==> config.mk <==
export PLATFORM = sky130hd
export DESIGN_NAME = calendar_ctr
export DESIGN_NICKNAME = d
export VERILOG_FILES = /design/src/rtl/lab2_pkg.sv /design/src/rtl/bin2bcd2.sv /design/src/rtl/calendar_ctr.sv
export SDC_FILE = /design/constraint.sdc
export NUM_CORES = 1
export LEC_CHECK = 0
export ABC_AREA = 1
export BUFFER_PORTS_ARGS = -buffer_cell sky130_fd_sc_hd__buf_2
export CAP_MARGIN = 5
export CORE_MARGIN = 8
export CORE_UTILIZATION = 45
export CTS_CLUSTER_SIZE = 14
export DETAILED_ROUTE_END_ITERATION = 10
export GPL_TIMING_DRIVEN = 0
export PLACE_DENSITY_LB_ADDON = 0.12
export SYNTH_ARGS = -nofsm -noshare
export SYNTH_HDL_FRONTEND = slang
export SYNTH_SLANG_ARGS = --single-unit
export TNS_END_PERCENT = 100
==> constraint.sdc <==
create_clock -name Pulse -period 5.3 [get_ports Pulse]
set_input_delay 0.795 -clock Pulse [delete_from_list [all_inputs] [get_ports Pulse]]
set_output_delay 0.795 -clock Pulse [all_outputs]
set_load 0.005 [all_outputs]
==> src/rtl/lab2_pkg.sv <==
`default_nettype none
// ============================================================================
// Module   : lab2_pkg
// Brief    : Shared calendar types, constants and days-in-month helper.
// Revision : 1.0
// ============================================================================
package lab2_pkg;

    typedef logic [3:0] month_t;
    typedef logic [4:0] date_t;
    typedef logic [3:0] bcd_t;

    localparam month_t MAX_MONTH = 4'd12;
    localparam date_t  DAYS_31   = 5'd31;
    localparam date_t  DAYS_30   = 5'd30;

    // Illegal months fall through to 31; callers sanitise the month first.
    function automatic date_t dim(input month_t m, input date_t feb);
        case (m)
            4'd4, 4'd6, 4'd9, 4'd11: dim = DAYS_30;
            4'd2:                    dim = feb;
            default:                 dim = DAYS_31;
        endcase
    endfunction

endpackage
`default_nettype wire

==> src/rtl/bin2bcd2.sv <==
`default_nettype none
// ============================================================================
// Module   : bin2bcd2
// Brief    : Binary 0..31 to two BCD digits (tens, ones).
// Revision : 1.0
// ============================================================================
module bin2bcd2
    import lab2_pkg::*;
(
    input  logic [4:0] i_bin,
    output bcd_t       o_tens,
    output bcd_t       o_ones
);

    always_comb begin
        if (i_bin >= 5'd30) begin
            o_tens = 4'd3;
            o_ones = 4'(i_bin - 5'd30);
        end else if (i_bin >= 5'd20) begin
            o_tens = 4'd2;
            o_ones = 4'(i_bin - 5'd20);
        end else if (i_bin >= 5'd10) begin
            o_tens = 4'd1;
            o_ones = 4'(i_bin - 5'd10);
        end else begin
            o_tens = 4'd0;
            o_ones = i_bin[3:0];
        end
    end

endmodule
`default_nettype wire

==> src/rtl/calendar_ctr.sv <==
`default_nettype none
// ============================================================================
// Module   : calendar_ctr
// Brief    : Month/date calendar stage advanced by the end-of-day carry.
// Revision : 1.0
// ============================================================================
module calendar_ctr
    import lab2_pkg::*;
#(
    parameter date_t  FEB_DAYS  = 5'd28,
    parameter month_t RST_MONTH = 4'd1,
    parameter date_t  RST_DATE  = 5'd1
)(
    input  logic       Pulse,
    input  logic       Reset,
    input  logic       Timeset,
    input  logic       DateAdv,
    input  logic       MonthAdv,
    input  logic       DayCarry,
    output logic [3:0] Month,
    output logic [4:0] Date,
    output logic [3:0] Month1,
    output logic [3:0] Month0,
    output logic [3:0] Date1,
    output logic [3:0] Date0,
    output logic       YearCarry
);

    month_t r_month;
    date_t  r_date;
    logic   r_year_carry;

    month_t w_month_s;
    date_t  w_date_s;
    date_t  w_dim_cur;
    date_t  w_dim_next;
    month_t w_month_inc;
    month_t w_month_nx;
    date_t  w_date_nx;
    logic   w_year_nx;

    // Sanitised view of the state: any illegal month/date is treated as 1.
    always_comb begin
        w_month_s = ((r_month == 4'd0) || (r_month > MAX_MONTH)) ? 4'd1 : r_month;
        w_dim_cur = dim(w_month_s, FEB_DAYS);
        w_date_s  = ((r_date == 5'd0) || (r_date > w_dim_cur)) ? 5'd1 : r_date;
        w_month_inc = (w_month_s == MAX_MONTH) ? 4'd1 : w_month_s + 4'd1;
    end

    always_comb begin
        w_month_nx = w_month_s;
        w_date_nx  = w_date_s;
        w_year_nx  = 1'b0;
        w_dim_next = w_dim_cur;
        if (Timeset) begin
            if (MonthAdv)
                w_month_nx = w_month_inc;
            if (DateAdv)
                w_date_nx = (w_date_s >= w_dim_cur) ? 5'd1 : w_date_s + 5'd1;
            w_dim_next = dim(w_month_nx, FEB_DAYS);
            if (w_date_nx > w_dim_next)
                w_date_nx = w_dim_next;
        end else if (DayCarry) begin
            if (w_date_s < w_dim_cur) begin
                w_date_nx = w_date_s + 5'd1;
            end else begin
                w_date_nx  = 5'd1;
                w_month_nx = w_month_inc;
                w_year_nx  = (w_month_s == MAX_MONTH);
            end
        end
    end

    always_ff @(posedge Pulse) begin
        if (!Reset) begin
            r_month      <= RST_MONTH;
            r_date       <= RST_DATE;
            r_year_carry <= 1'b0;
        end else begin
            r_month      <= w_month_nx;
            r_date       <= w_date_nx;
            r_year_carry <= w_year_nx;
        end
    end

    assign Month     = r_month;
    assign Date      = r_date;
    assign YearCarry = r_year_carry;

    bin2bcd2 u_month_bcd (
        .i_bin  ({1'b0, r_month}),
        .o_tens (Month1),
        .o_ones (Month0)
    );

    bin2bcd2 u_date_bcd (
        .i_bin  (r_date),
        .o_tens (Date1),
        .o_ones (Date0)
    );

endmodule
`default_nettype wire

# == After elaboration in Yosys (flattened, before gate mapping) ==
# Cells that the tools add are included.
# op_classes
add_sub_neg,8
n_lt_le_gt_ge,11
eq_ne,11
mux,30
n_bitwise,2
n_reduce_logical,7
# op_table
cell,n
$mux 4,17
$mux 5,9
$eq 4x4->1 const B,5
$eq 4x3->1 const B,4
$sub 4x4->4 const B,4
$reduce_or 4->1,3
$ge 4x5->1 const B,2
$ge 5x5->1 const B,2
$gt 5x5->1,2
$eq 4x2->1 const B,2
$pmux 2 s2,2
$sub 4x3->4 const B,2
$add 5x1->5 const B,1
$ge 5x4->1 const B,1
$ge 5x5->1,1
$logic_not 5->1,1
$lt 5x5->1,1
$add 4x1->4 const B,1
$ge 4x4->1 const B,1
$gt 4x4->1 const B,1
$logic_not 4->1,1
$logic_or 1x1->1,2
$mux 1,2
$not 1->1,2
# word_totals
register_bits,10
word_cells,72

# == Logic depth before layout (Yosys ltp) ==
# depth
ltp_word,16
mapped_depth,33

# == Cells and area by module ==
# Synthesis repeated with hierarchy kept, for this count alone.
# hier_totals
hier_cells,301
hier_area_um2,1811.7
# modules_own_cells
module,n_inst,cells_each,area_per_inst_um2,seq_area_each_um2
calendar_ctr,1,197,1218.7,200.2
bin2bcd2,2,52,296.5,0.0

# == Least setup slack after synthesis ==
# No wires, ideal clock.
# synth_timing
path_type,flip-flop to flip-flop
from,"reg r_month[0], in the netlist Month[0]"
to,"reg r_date[1], in the netlist Date[1]"
setup_time_ns,0.059
t_arrival_ns,3.810
required_ns,5.241
path_slack_ns,1.431
path_stages_with_launch,29
period_less_slack_ns,3.869
path_cell_list,dfxtp_1 nor2_1 nor2_1 a21oi_1 nand2_2 ha_1 o211ai_1 nand2_1 nor2_1 ha_1 nand3_1 nand3_4 nand2_1 nor2_1 ha_1 a21oi_1 nor2_2 nand2_4 nand2_2 nor2_4 a21boi_0 inv_1 ha_1 nand2_1 o21ai_0 nand3b_1 o21bai_1 nand3_1 nand2_1
# synth_between
elab_chain_cells,16
# synth_lines
element,line,rtl
from (decl),calendar_ctr.sv:29,month_t r_month;
from (signal assigned),calendar_ctr.sv:80,r_month <= w_month_nx;
$gt 4x4->1 or $logic_not 4->1 (tied branches),calendar_ctr.sv:44,w_month_s = ((r_month == 4'd0) || (r_month > MAX_MONTH)) ? 4'd1 : r_month;
$logic_or 1x1->1,calendar_ctr.sv:44,
$mux 4 (*),calendar_ctr.sv:44,
$eq 4x3->1 or $eq 4x4->1 (tied branches),lab2_pkg.sv:19,case (m)
$reduce_or 4->1,lab2_pkg.sv:19,
$pmux 2 s2,lab2_pkg.sv:19,
$gt 5x5->1,calendar_ctr.sv:46,w_date_s = ((r_date == 5'd0) || (r_date > w_dim_cur)) ? 5'd1 : r_date;
$logic_or 1x1->1,calendar_ctr.sv:46,
$mux 5,calendar_ctr.sv:46,
$add 5x1->5 or $ge 5x5->1 (tied branches),"calendar_ctr.sv:59, calendar_ctr.sv:65",
$mux 5,calendar_ctr.sv:59,w_date_nx = (w_date_s >= w_dim_cur) ? 5'd1 : w_date_s + 5'd1;
$mux 5,calendar_ctr.sv:58,if (DateAdv)
$mux 5,calendar_ctr.sv:55,if (Timeset) begin
$gt 5x5->1,calendar_ctr.sv:61,if (w_date_nx > w_dim_next)
$mux 5,calendar_ctr.sv:61,
$mux 5 (*),calendar_ctr.sv:55,
to (signal assigned),calendar_ctr.sv:81,r_date <= w_date_nx;
to (decl),calendar_ctr.sv:30,date_t r_date;
# Mark *: on every way between the ends. The rest lies on a longest branch, timed or not. The select of a mux whose other input is x is not followed.
# A chain may end at the register's enable or synchronous reset.

# == Worst setup path in the final report ==
# layout_timing
from,"reg r_month[1], in the netlist Month[1]"
to,"reg r_date[1], in the netlist Date[1]"
# The elaborated chain is that of the path after synthesis.

==> results.md <==
- P&R area growth vs syn: 15.9%
- WL per Instance: 11.2 um
- Max-slew violations: 0
- Vias in the first global route: 1,371
- VDD IR max: 0.0000882 V
- Fraction of registers with async set/reset: 0
- TNS Setup: 0 ns
- CTS buffer count: 3
- Slowest stage delay, CP: 0.37 ns
- Initial antenna violation count: 0
- Post-Syn Area: 1500 sq um
- Minimum clock period: 4.54 ns
- Worst skew pair latency: 0.26 ns
- Status: finished clean
- Synthesis warning total: 0
- CP Launch Type: flop
- Worst-case clock buffer depth: 2
- Register area share after synthesis: 0.134
- MaxCap Viol Count: 0
- GR Util All Layers: 0.134
- Final hold viol count: 0
- Post CTS Setup Buffer Count: 0
- Slowest CP cell: dfxtp_1
- DRT iter0 DRCs: 97
- Most used DFF post-synth: dfxtp_1
- Die area: 5430 sq um
- DRT antenna net count: 0
- CTS Hold Bufs: 0
- Die W: 73.7 um
- Die Ht: 73.7 um
- Worst Skew: 0.00179 ns
- Placer Congestion: 0.869
- Largest net degree at the start of global routing: 11
- Global-route wire length before repair: 5940 um
- Final setup violation count: 0
- Worst hold path class: in -> reg
- Initial core utilization: 0.460
- Fmax achieved: 220 MHz
- Core Area: 3260 sq um
- # fillers: 388
- CTS tree: done
- DRT Pass-1 Iters: 4
- Crit path kind: reg -> reg
- Post-synthesis cell count: 244
- Vias: 1,615
- Overflow after GRT: 0
- Hold path cells: 2
- Clock root buffer master: clkbuf_4
- FF+latch count, synth: 10
- Most frequent cells after synthesis: nand2_1 (63), inv_1 (36), nor2_1 (25), o21ai_0 (20), ha_1 (19)
- Post-Layout Cell Count: 324
- Syn_area_per_cell: 6.14 sq um
- PD cells: 170 nW/um^2
- Crit path top cell by count: nand2_1
- Required time of the critical path: 5.45 ns
- Area contributors post-synth: ha_1 (16%), nand2_1 (16%), dfxtp_1 (13%), inv_1 (9.0%), o21ai_0 (6.7%)
- Final Net Count: 304
- Critical Path Fanout Max: 7
- Final Cycle Share: 0.856
- Leakage: 0.963 nW
- Largest area contributor in the netlist: ha_1
- DRC violations left: 0
- Vias per cell: 4.98
- Post-synth EDFFs: 0
- Placed insts: 320
- # clock sinks: 10
- Port Buffers: 26
- CTS resizes: 0
- Max H-tree Level: 1
- Setup repair after global routing missed its margin: no
- R2R depth: 31
- Ant diodes: 0
- Crit. End Element: flop
- Worst Path Arrival: 4.69 ns
- Row count: 21
- Most used standard cell by instance count after synthesis: nand2_1
- Total wire length: 3620 um
- Top cell type's share of synthesized area: 0.159
- Fin Hold WS: 0.755 ns
- Synth cell types: 36
- Reg clk slew, reported paths: 0.07 ns
- IO Count: 32
- Hpwl dp: 3050 um
- Ratio of cells with drive above 1 in the final layout: 0.194
-- flip-flops by register name (all words and copies together), names as in the netlist --
register   count
YearCarry      1
Month          4
Date           5
-- layout make-up --
cell class | count | area [sq um] | area share
multi-input cells | 192 | 1110 | 0.637
flip-flops and latches | 10 | 200 | 0.115
well taps | 46 | 57.6 | 0.0331
clock buffers | 4 | 36.3 | 0.0209
plain buffers | 8 | 63.8 | 0.0367
repair buffers | 26 | 130 | 0.0749
inverters | 38 | 143 | 0.0821
-- through the flow --
stage               worst slack, ns  cell area (sq um)  utilization  power (mW)
floorplan                      1.43               1510            -       0.189
global placement              0.836               1700        0.522       0.227
detailed placement            0.785               1700        0.522       0.229
CTS                           0.774               1740        0.533       0.298
global route                  0.289               1740        0.533       0.322
finish                        0.762               1740        0.533       0.295
-- cells by family (layout without fill, tap and decap cells) --
kind of cell	Yosys count	count (layout)	synth area share
muxes	1	1	0.00668
AOI/OAI and AO/OA	43	43	0.169
xor gates and xnor gates	3	3	0.0175
adders and majority gates	19	19	0.159
buffers and inverters	46	76	0.138
DFF	10	10	0.134
other	1	5	0.00250
and+or+nand+nor	121	121	0.374
-- per-layer routing --
metal	share of wire	vias to the layer above	global-route usage	wire (um)
met5	0	-	0	0
met3	0.051	0	0.0232	184
met2	0.46	33	0.218	1680
li1	-	855	-	-
met4	0	0	0.0333	0
met1	0.49	727	0.177	1760
-- worst max-delay path, delay by kind of cell, from the launching register on --
family	cells	cell delay [ns]
adder cells (fa/ha/maj)	4	0.95
flip-flops	1	0.37
AO/OA/AOI/OAI	5	0.85
buffers and inverters	2	0.10
AND/OR/NAND/NOR	20	2.15
-- worst paths after layout --
path,end,slack [ns],startpoint
hold reg to reg,YearCarry,0.76,Month[2]
setup / recovery,Date[1],0.76,Month[1]
setup reg to reg,Date[1],0.76,Month[1]
hold / removal,YearCarry,0.75,Timeset
-- where the power goes --
group | internal [mW] | switching, mW
combinational | 0.0538 | 0.0826
clock | 0.0417 | 0.0270
sequential | 0.0806 | 0.00958
total | 0.176 | 0.119
-- cells in the final DEF (no fill, tap or decap), types with 2 or more instances in the layout --
cell type and instances:
nand2_1 63, inv_1 36, buf_2 26, nor2_1 25
o21ai_0 20, ha_1 19, nand3_1 14, dfxtp_1 10
a21oi_1 8, buf_4 7, conb_1 5, nand2_2 4
o211ai_1 3, nor2_4 3, xor2_1 3, nand4_1 3
clkbuf_4 3, inv_2 2, nor2_2 2, o221ai_1 2
o21bai_1 2
Note: power is estimated with default switching activity, not from simulation.
